File: config.mk
export PLATFORM = sky130hd
export DESIGN_NAME = rs_issue_sched
export DESIGN_NICKNAME = d
export VERILOG_FILES = /design/src/rtl/rs_issue_sched.sv
export SDC_FILE = /design/constraint.sdc
export NUM_CORES = 1
export LEC_CHECK = 0
export CAP_MARGIN = 15
export CELL_PAD_IN_SITES_DETAIL_PLACEMENT = 1
export CELL_PAD_IN_SITES_GLOBAL_PLACEMENT = 1
export CORE_MARGIN = 2
export CORE_UTILIZATION = 24
export CTS_CLUSTER_SIZE = 28
export DETAILED_ROUTE_END_ITERATION = 7
export HOLD_SLACK_MARGIN = 0.06
export PLACE_DENSITY = 0.83
export SETUP_SLACK_MARGIN = 0.1
export SYNTH_ARGS = -nofsm -noshare
export SYNTH_HDL_FRONTEND = slang
export SYNTH_SLANG_ARGS = --single-unit
File: constraint.sdc
create_clock -name clk -period 2.5 [get_ports clk]
set_clock_uncertainty 0.1 [all_clocks]
set_input_delay 0.375 -clock clk [delete_from_list [all_inputs] [get_ports clk]]
set_output_delay 0.375 -clock clk [all_outputs]
set_load 0.005 [all_outputs]
File: src/rtl/rs_issue_sched.sv
// rs_issue_sched: reservation-station issue scheduler.
// Picks the ready entry sent to the ALU each cycle and drives front/front_pos.
// Optional feature macro: RS_AGE_ORDER_EN (oldest-first via age matrix);
// when undefined the highest-index ready entry wins and alloc is ignored.
module rs_issue_sched #(
  parameter int RS_SIZ   = 16,
  parameter int RS_IDX_W = 4
) (
  input  logic                clk,
  input  logic                reset,
  input  logic                ready,
  input  logic                clear,
  input  logic                alloc,
  input  logic [RS_IDX_W-1:0] alloc_pos,
  input  logic [RS_SIZ-1:0]   ent_ready,
  input  logic                alu_ready,
  output logic                front,
  output logic [RS_IDX_W-1:0] front_pos,
  output logic [1:0]          sched_state
);

  typedef enum logic [1:0] {
    IDLE  = 2'd0,
    ISSUE = 2'd1,
    STALL = 2'd2,
    FLUSH = 2'd3
  } state_t;

  state_t                state, state_nxt;
  logic                  front_nxt;
  logic [RS_IDX_W-1:0]   pos_nxt;
  logic [RS_SIZ-1:0]     pend_mask;
  logic [RS_SIZ-1:0]     cand;
  logic [RS_SIZ-1:0]     win_vec;
  logic [RS_IDX_W-1:0]   winner;

  // The entry being popped still shows ready until the station frees it.
  always_comb begin
    pend_mask = '0;
    if (front) pend_mask[front_pos] = 1'b1;
    cand = ent_ready & ~pend_mask;
  end

`ifdef RS_AGE_ORDER_EN
  // age[i][j]=1: entry i is older than entry j
  logic [RS_SIZ-1:0][RS_SIZ-1:0] age;

  // Age matrix: pushed entry becomes youngest; cleared on reset/flush.
  always_ff @(posedge clk) begin
    if (!reset) begin
      age <= '0;
    end else if (ready) begin
      if (clear) begin
        age <= '0;
      end else if (alloc) begin
        for (int i = 0; i < RS_SIZ; i++)
          for (int j = 0; j < RS_SIZ; j++)
            if (i == int'(alloc_pos))      age[i][j] <= 1'b0;
            else if (j == int'(alloc_pos)) age[i][j] <= 1'b1;
      end
    end
  end

  // A candidate wins when no other candidate is older than it.
  always_comb begin
    win_vec = '0;
    for (int i = 0; i < RS_SIZ; i++) begin
      logic older;
      older = 1'b0;
      for (int j = 0; j < RS_SIZ; j++)
        older = older | (cand[j] & age[j][i]);
      win_vec[i] = cand[i] & ~older;
    end
  end
`else
  logic unused_alloc;
  assign unused_alloc = ^{alloc, alloc_pos};

  // Fixed priority: every candidate competes, highest index wins below.
  always_comb win_vec = cand;
`endif

  // Highest-index survivor; breaks ties left by a cleared/stale age matrix.
  always_comb begin
    winner = '0;
    for (int i = 0; i < RS_SIZ; i++)
      if (win_vec[i]) winner = RS_IDX_W'(i);
  end

  // Next-state and front generation; flush forces front low for one cycle.
  always_comb begin
    state_nxt = IDLE;
    front_nxt = 1'b0;
    pos_nxt   = front_pos;
    if (clear) begin
      state_nxt = FLUSH;
      pos_nxt   = '0;
    end else begin
      case (state)
        FLUSH: state_nxt = IDLE;
        default: begin
          if (cand != '0 && alu_ready) begin
            state_nxt = ISSUE;
            front_nxt = 1'b1;
            pos_nxt   = winner;
          end else if (cand != '0) begin
            state_nxt = STALL;
          end
        end
      endcase
    end
  end

  // State/front registers; everything holds while ready is low.
  always_ff @(posedge clk) begin
    if (!reset) begin
      state     <= IDLE;
      front     <= 1'b0;
      front_pos <= '0;
    end else if (ready) begin
      state     <= state_nxt;
      front     <= front_nxt;
      front_pos <= pos_nxt;
    end
  end

  assign sched_state = state;

endmodule

==> results of run 1 <==
[power by group]
group / switching (mW) / internal (mW) / total (mW) / leakage [nW]
Clock: 0.0423 / 0.0609 / 0.103 / 0.0150
Sequential: 0.00718 / 0.118 / 0.125 / 0.0588
Combinational: 0.0433 / 0.0610 / 0.104 / 0.255
[synthesized netlist by cell type (2+ instances only)]
library cell / count / area [um^2]
nand3_1: 3 / 15.0
o21ai_0: 10 / 50.1
nand4_1: 5 / 31.3
nor2_1: 3 / 11.3
nand3b_1: 2 / 15.0
o21a_1: 3 / 22.5
inv_1: 3 / 11.3
dfxtp_1: 7 / 140
a21oi_1: 2 / 10.0
o21ai_1: 10 / 50.1
nand2b_1: 6 / 37.5
o22ai_1: 2 / 12.5
a31oi_1: 3 / 18.8
nor2b_1: 2 / 12.5
nand2_1: 8 / 30.0
[worst min-delay path by stage]
| stage | to | slack [ns] | cells after the start |
|---|---|---|---|
| finish | front | 0.43 | 2 |
| global route | front | 0.46 | 2 |
| CTS | front_pos[1] | 0.44 | 2 |
| detailed placement | front_pos[1] | 0.43 | 2 |
| global placement | front_pos[1] | 0.41 | 2 |
| floorplan | sched_state[1] | 0.37 | 1 |
[repair_timing]
action / 4_1_cts / 5_1_grt
setup endpoints to repair: 0 / 5
gates resized for setup: 0 / 18
endpoints found under the hold margin: 0 / 0
setup buffers: 0 / 4
[registers in the layout, summed over array words and instances, names as in the netlist]
register     cells
sched_state      2
front            1
front_pos        4
[cells by family after synthesis]
family | Yosys count | synth area share (%)
flip-flops | 7 | 24.8
buffers and inverters | 4 | 2.65
AND/OR/NAND/NOR | 35 | 36.1
AO/OA/AOI/OAI | 35 | 36.5
[worst max-delay path: stages, from the launching register on]
cell      delay (ns)
dfxtp_2         0.35
nand3b_1        0.30
o21ai_2         0.28
nand4_1         0.25
nor4_4          0.41
or3_4           0.21
a31oi_1         0.05
o21a_1          0.20
[through the flow]
step / setup slack [ns] / hold slack (ns) / cell area (um^2) / cells / util (%)
floorplan: 0.462 / 0.365 / 566 / 81 / -
global placement: 0.239 / 0.415 / 867 / 135 / 39.2
detailed placement: 0.174 / 0.427 / 867 / 135 / 39.2
CTS: 0.174 / 0.436 / 893 / 139 / 40.4
global route: 0.0523 / 0.462 / 978 / 143 / 44.2
finish: 0.223 / 0.430 / 978 / 143 / 44.2
[metal layers]
metal | vias up | global-route usage [%]
met2 | 20 | 27.7
met1 | 387 | 16.5
met3 | 4 | 3.43
li1 | 377 | -
met4 | 0 | 6.41
met5 | - | 0
[layout make-up]
cell class | instances | area (um^2)
clock buffer | 4 | 26.3
fill | 297 | 1230
inverter | 3 | 11.3
multi-input combinational | 70 | 462
sequential | 7 | 144
tap | 28 | 35.0
timing repair buffer | 31 | 300
[cells in the final DEF (no fill, tap or decap), types with 3 or more instances in the layout]
cell type | Yosys | final
buf_4 | 0 | 4
nor2_1 | 3 | 3
a31oi_1 | 3 | 3
dfxtp_1 | 7 | 4
nand2b_1 | 6 | 6
nand2_1 | 8 | 8
clkdlybuf4s50_1 | 0 | 27
o21ai_1 | 10 | 4
o21a_1 | 3 | 3
clkbuf_4 | 0 | 3
nand4_1 | 5 | 5
o21ai_0 | 10 | 7
dfxtp_2 | 0 | 3
inv_1 | 3 | 3
o21ai_2 | 0 | 9
==> results.py, run 1 <==
metrics = {
    "route": {
        "dr.pass1.iters": 4,
        "ant_nets": 0,
        "wl_um": 2090,
        "wirelength_met1_um": 855,
        "top_layer_used": "met4",
        "num_vias": 788,
        "met3_length_um": 91,
        "wl_per_cell_um": 14.6,
        "wl_met2_um": 1120,
        "vias_per_cell": 5.51,
        "drc": 0,
        "drt_iter0_markers": 10,
    },
    "run_status": {
        "run_status": "finished clean",
    },
    "worst_setup_path": {
        "end_kind": "flop",
        "cp.required_ns": 2.53,
        "worst_r2r_path_depth": 7,
        "cp.arrival_ns": 2.31,
        "endpoint": "front_pos[0]",
        "start_kind": "flop",
        "r2r-end": "front_pos[0]",
        "crit_type": "reg2reg",
        "cp-startpoint": "front_pos[0]",
        "rrSetupSlack_ns": 0.22,
        "worstReg2RegStart": "front_pos[0]",
        "cp_max_fo": 6,
    },
    "synth": {
        "ys_seq_area_share_pct": 24.8,
        "syn-num-nets": 107,
        "synth-async-reset-ratio_pct": 0,
        "avgSynthCellArea_um2": 6.98,
        "yosysWarnings": 0,
        "synth-seq-cells": 7,
        "synth-main-ff-cell": "dfxtp_1",
        "syn_area_um2": 566,
        "synth_edf_count": 0,
        "syn_inst": 81,
        "synth.distinct_cells": 27,
    },
    "sta": {
        "finalSetupViolations": 0,
        "hold_viol_final": 0,
        "tns_ns": 0,
        "max_slew_margin_pct": 76.7,
        "worstMarginPinSlew_ns": 0.345,
        "post-route-min-period_ns": 2.28,
        "maxSlewViolCount": 0,
        "period_share_pct": 91.1,
        "rsz0062_at_grt": "false",
        "fmax_ghz": 0.439,
    },
    "cts": {
        "cts-buffers-inserted": 3,
        "htree_num_levels": 1,
        "cts_sinks": 7,
        "worstSkewPairLatency_ns": 0.25,
        "cts_hold_buf": 0,
        "clk_path_buf_depth": 2,
        "clkTransAtPathRegs_ns": 0.06,
        "cts_tree": "built",
        "cts_root_buffer": "clkbuf_4",
    },
    "power": {
        "power.total_mw": 0.333,
        "powerDensity_mw_per_mm2": 340,
        "p_leak_nw": 0.329,
        "vdd_drop_max_v": 0.000215,
    },
    "layout": {
        "areaGrowthSynthToFinish_pct": 73.0,
        "drive_above_1_share_pct": 20.0,
        "nets": 142,
        "n_antenna_cell": 0,
    },
    "global_route": {
        "grt_pass1_vias": 723,
        "grt_overflow_total": 0,
        "groute.usage.overall_pct": 15.2,
        "grt_start_max_net_pins": 10,
        "grt_pass1_wl_um": 3090,
        "antenna_found_initial": 0,
    },
    "floorplanning": {
        "start_util_pct": 25.6,
        "fp.dieArea_mm2": 0.00276,
        "core-area_mm2": 0.00221,
        "floorplan.rows": 17,
        "pin_count": 33,
        "die_w_um": 52.5,
        "die_h_um": 52.5,
    },
    "min_path": {
        "hold_path_startpoint": "front",
        "hold_path_class": "reg2reg",
    },
    "placed_design": {
        "gp_congestion": 0.798,
        "dpl.hpwl_um": 1580,
        "io_buffers": 27,
    },
    "job": {
        "cap_violations": 0,
    },
}
No activity file was read; power rests on OpenSTA's default activity.
==> inputs of run 2 (changes only) <==
--- a/config.mk
+++ b/config.mk
@@ -14,6 +14,7 @@
 export DETAILED_ROUTE_END_ITERATION = 7
 export HOLD_SLACK_MARGIN = 0.06
 export PLACE_DENSITY = 0.83
+export RECOVER_POWER = 25
 export SETUP_SLACK_MARGIN = 0.1
 export SYNTH_ARGS = -nofsm -noshare
 export SYNTH_HDL_FRONTEND = slang
==> results.py, run 2 (synthesis gave the netlist of run 1 again) <==
metrics = {
    "cts": {
        "cts_hold_buf": 0,
        "clkTransAtPathRegs_ns": 0.06,
        "cts_sinks": 7,
        "worstSkewPairLatency_ns": 0.25,
        "htree_num_levels": 1,
        "clk_path_buf_depth": 2,
        "cts_root_buffer": "clkbuf_4",
        "cts-buffers-inserted": 3,
        "cts_tree": "built",
    },
    "layout": {
        "areaGrowthSynthToFinish_pct": 72.8,
        "multi_input_area_um2": 462,
        "layout_common_cells": "25 x clkdlybuf4s50_1, 9 x o21ai_2, 8 x nand2_1, 7 x o21ai_0, 6 x nand2b_1",
        "n_antenna_cell": 0,
        "stdcell_area_um2": 977,
        "stdcell_count": 143,
        "final_common_cell": "clkdlybuf4s50_1",
        "drive_above_1_share_pct": 19.1,
        "fillerInstances": 297,
        "largest_register_ff_count": 4,
        "top_register": "front_pos",
        "final_util_pct": 44.2,
        "seq_area_um2": 143,
        "nets": 142,
    },
    "placed_design": {
        "dpl_cell_area_um2": 867,
        "dpl.hpwl_um": 1580,
        "gp_congestion": 0.798,
        "preCtsSetupSlack_ns": 0.174,
        "dp.cells": 135,
        "io_buffers": 27,
    },
    "sta": {
        "finalSetupViolations": 0,
        "post-route-min-period_ns": 2.31,
        "tns_ns": 0,
        "period_share_pct": 92.5,
        "worstMarginPinSlew_ns": 0.345,
        "hold_viol_final": 0,
        "rsz0062_at_grt": "false",
        "layout_setup_ws_ns": 0.187,
        "max_slew_margin_pct": 76.7,
        "fmax_ghz": 0.432,
        "maxSlewViolCount": 0,
        "hold_ws_ns": 0.430,
    },
    "power": {
        "power.total_mw": 0.331,
        "intPower_mw": 0.239,
        "swShare_pct": 27.9,
        "combPwrFrac_pct": 31.2,
        "p_sw_mw": 0.0926,
        "powerDensity_mw_per_mm2": 339,
        "pwr-share-seq_pct": 37.7,
        "clockPowerShare_pct": 31.1,
        "vdd_drop_max_v": 0.000215,
        "p_leak_nw": 0.332,
    },
    "route": {
        "num_vias": 788,
        "wl_um": 2090,
        "wl_per_cell_um": 14.6,
        "ant_nets": 0,
        "vias_per_cell": 5.51,
        "dr.pass1.iters": 4,
        "drc": 0,
        "drt_iter0_markers": 10,
    },
    "global_route": {
        "groute.usage.overall_pct": 15.2,
        "grt_pass1_wl_um": 3090,
        "grt_start_max_net_pins": 10,
        "use_met3_pct": 3.43,
        "grt_use_met2_pct": 27.7,
        "grt_overflow_total": 0,
        "grt_pass1_vias": 723,
        "busiest_layer": "met2",
        "antenna_found_initial": 0,
        "grt_use_met1_pct": 16.5,
    },
    "run_status": {
        "run_status": "finished clean",
    },
    "floorplanning": {
        "start_util_pct": 25.6,
        "pin_count": 33,
        "floorplan.rows": 17,
        "die_w_um": 52.5,
        "die_h_um": 52.5,
        "fp.dieArea_mm2": 0.00276,
        "core-area_mm2": 0.00221,
    },
    "worst_setup_path": {
        "path_delay_family": "simple AND/OR/NAND/NOR gates",
        "end_kind": "flop",
        "cp.required_ns": 2.53,
        "cp_max_fo": 6,
        "critPathSlowestCell": "dfxtp_1",
        "cp_num_buf_inv": 0,
        "cp.arrival_ns": 2.35,
        "max_stage_delay_ns": 0.43,
        "crit_chain": "nand3b_1 > o21ai_2 > nand4_1 > nor4_4 > or3_4 > a31oi_1 > o21a_1",
        "crit_type": "reg2reg",
        "start_kind": "flop",
    },
    "job": {
        "cap_violations": 0,
    },
    "min_path": {
        "hold_path_class": "reg2reg",
    },
}
## run 2: cell count changes in the layout (fill, tap and decap cells not counted)
| cell | previous run | this run |
|---|---|---|
| dlygate4sd3_1 | 0 | 2 |
| dfxtp_1 | 4 | 5 |
| dfxtp_2 | 3 | 2 |
| clkdlybuf4s50_1 | 27 | 25 |
## run 2: power by group through the flow
stage	clock (mW)	sequential, mW	combinational, mW
3_3_place_gp	0	0.126	0.0906
3_5_place_dp	0	0.126	0.0925
2_1_floorplan	0	0.125	0.0398
4_1_cts	0.108	0.124	0.0934
6_report	0.103	0.125	0.103
5_1_grt	0.118	0.126	0.113
## run 2: worst reg2reg max path, delay by kind of cell (launching register included)
| kind | cells | cell delay (ns) |
|---|---|---|
| AOI/OAI and AO/OA | 3 | 0.53 |
| DFF | 1 | 0.43 |
| and+or+nand+nor | 4 | 1.13 |
## run 2: final cells by class
cell class | instances | share of cell area [%]
flip-flops and latches | 7 | 14.6
clock buffers | 4 | 2.69
inverters | 3 | 1.15
multi-input cells | 70 | 47.2
well taps | 28 | 3.59
repair buffers | 31 | 30.7
## run 2: worst paths after layout
path | startpoint | to | slack (ns) | depth (start not counted)
setup / recovery | front_pos[3] | front_pos[0] | 0.19 | 7
hold / removal | front | front | 0.43 | 2
setup reg to reg | front_pos[3] | front_pos[0] | 0.19 | 7
hold reg to reg | front | front | 0.43 | 2
## run 2: what timing repair did
action	CTS	global route
endpoints found under the setup margin	0	5
resized for setup	0	18
setup buffers	0	4
hold endpoints to repair	0	0
## run 2: per-layer routing
metal	vias up	share of wire (%)
met2	20	53
met5	-	0
met4	0	1.4
met1	387	41
li1	377	-
met3	4	4.3
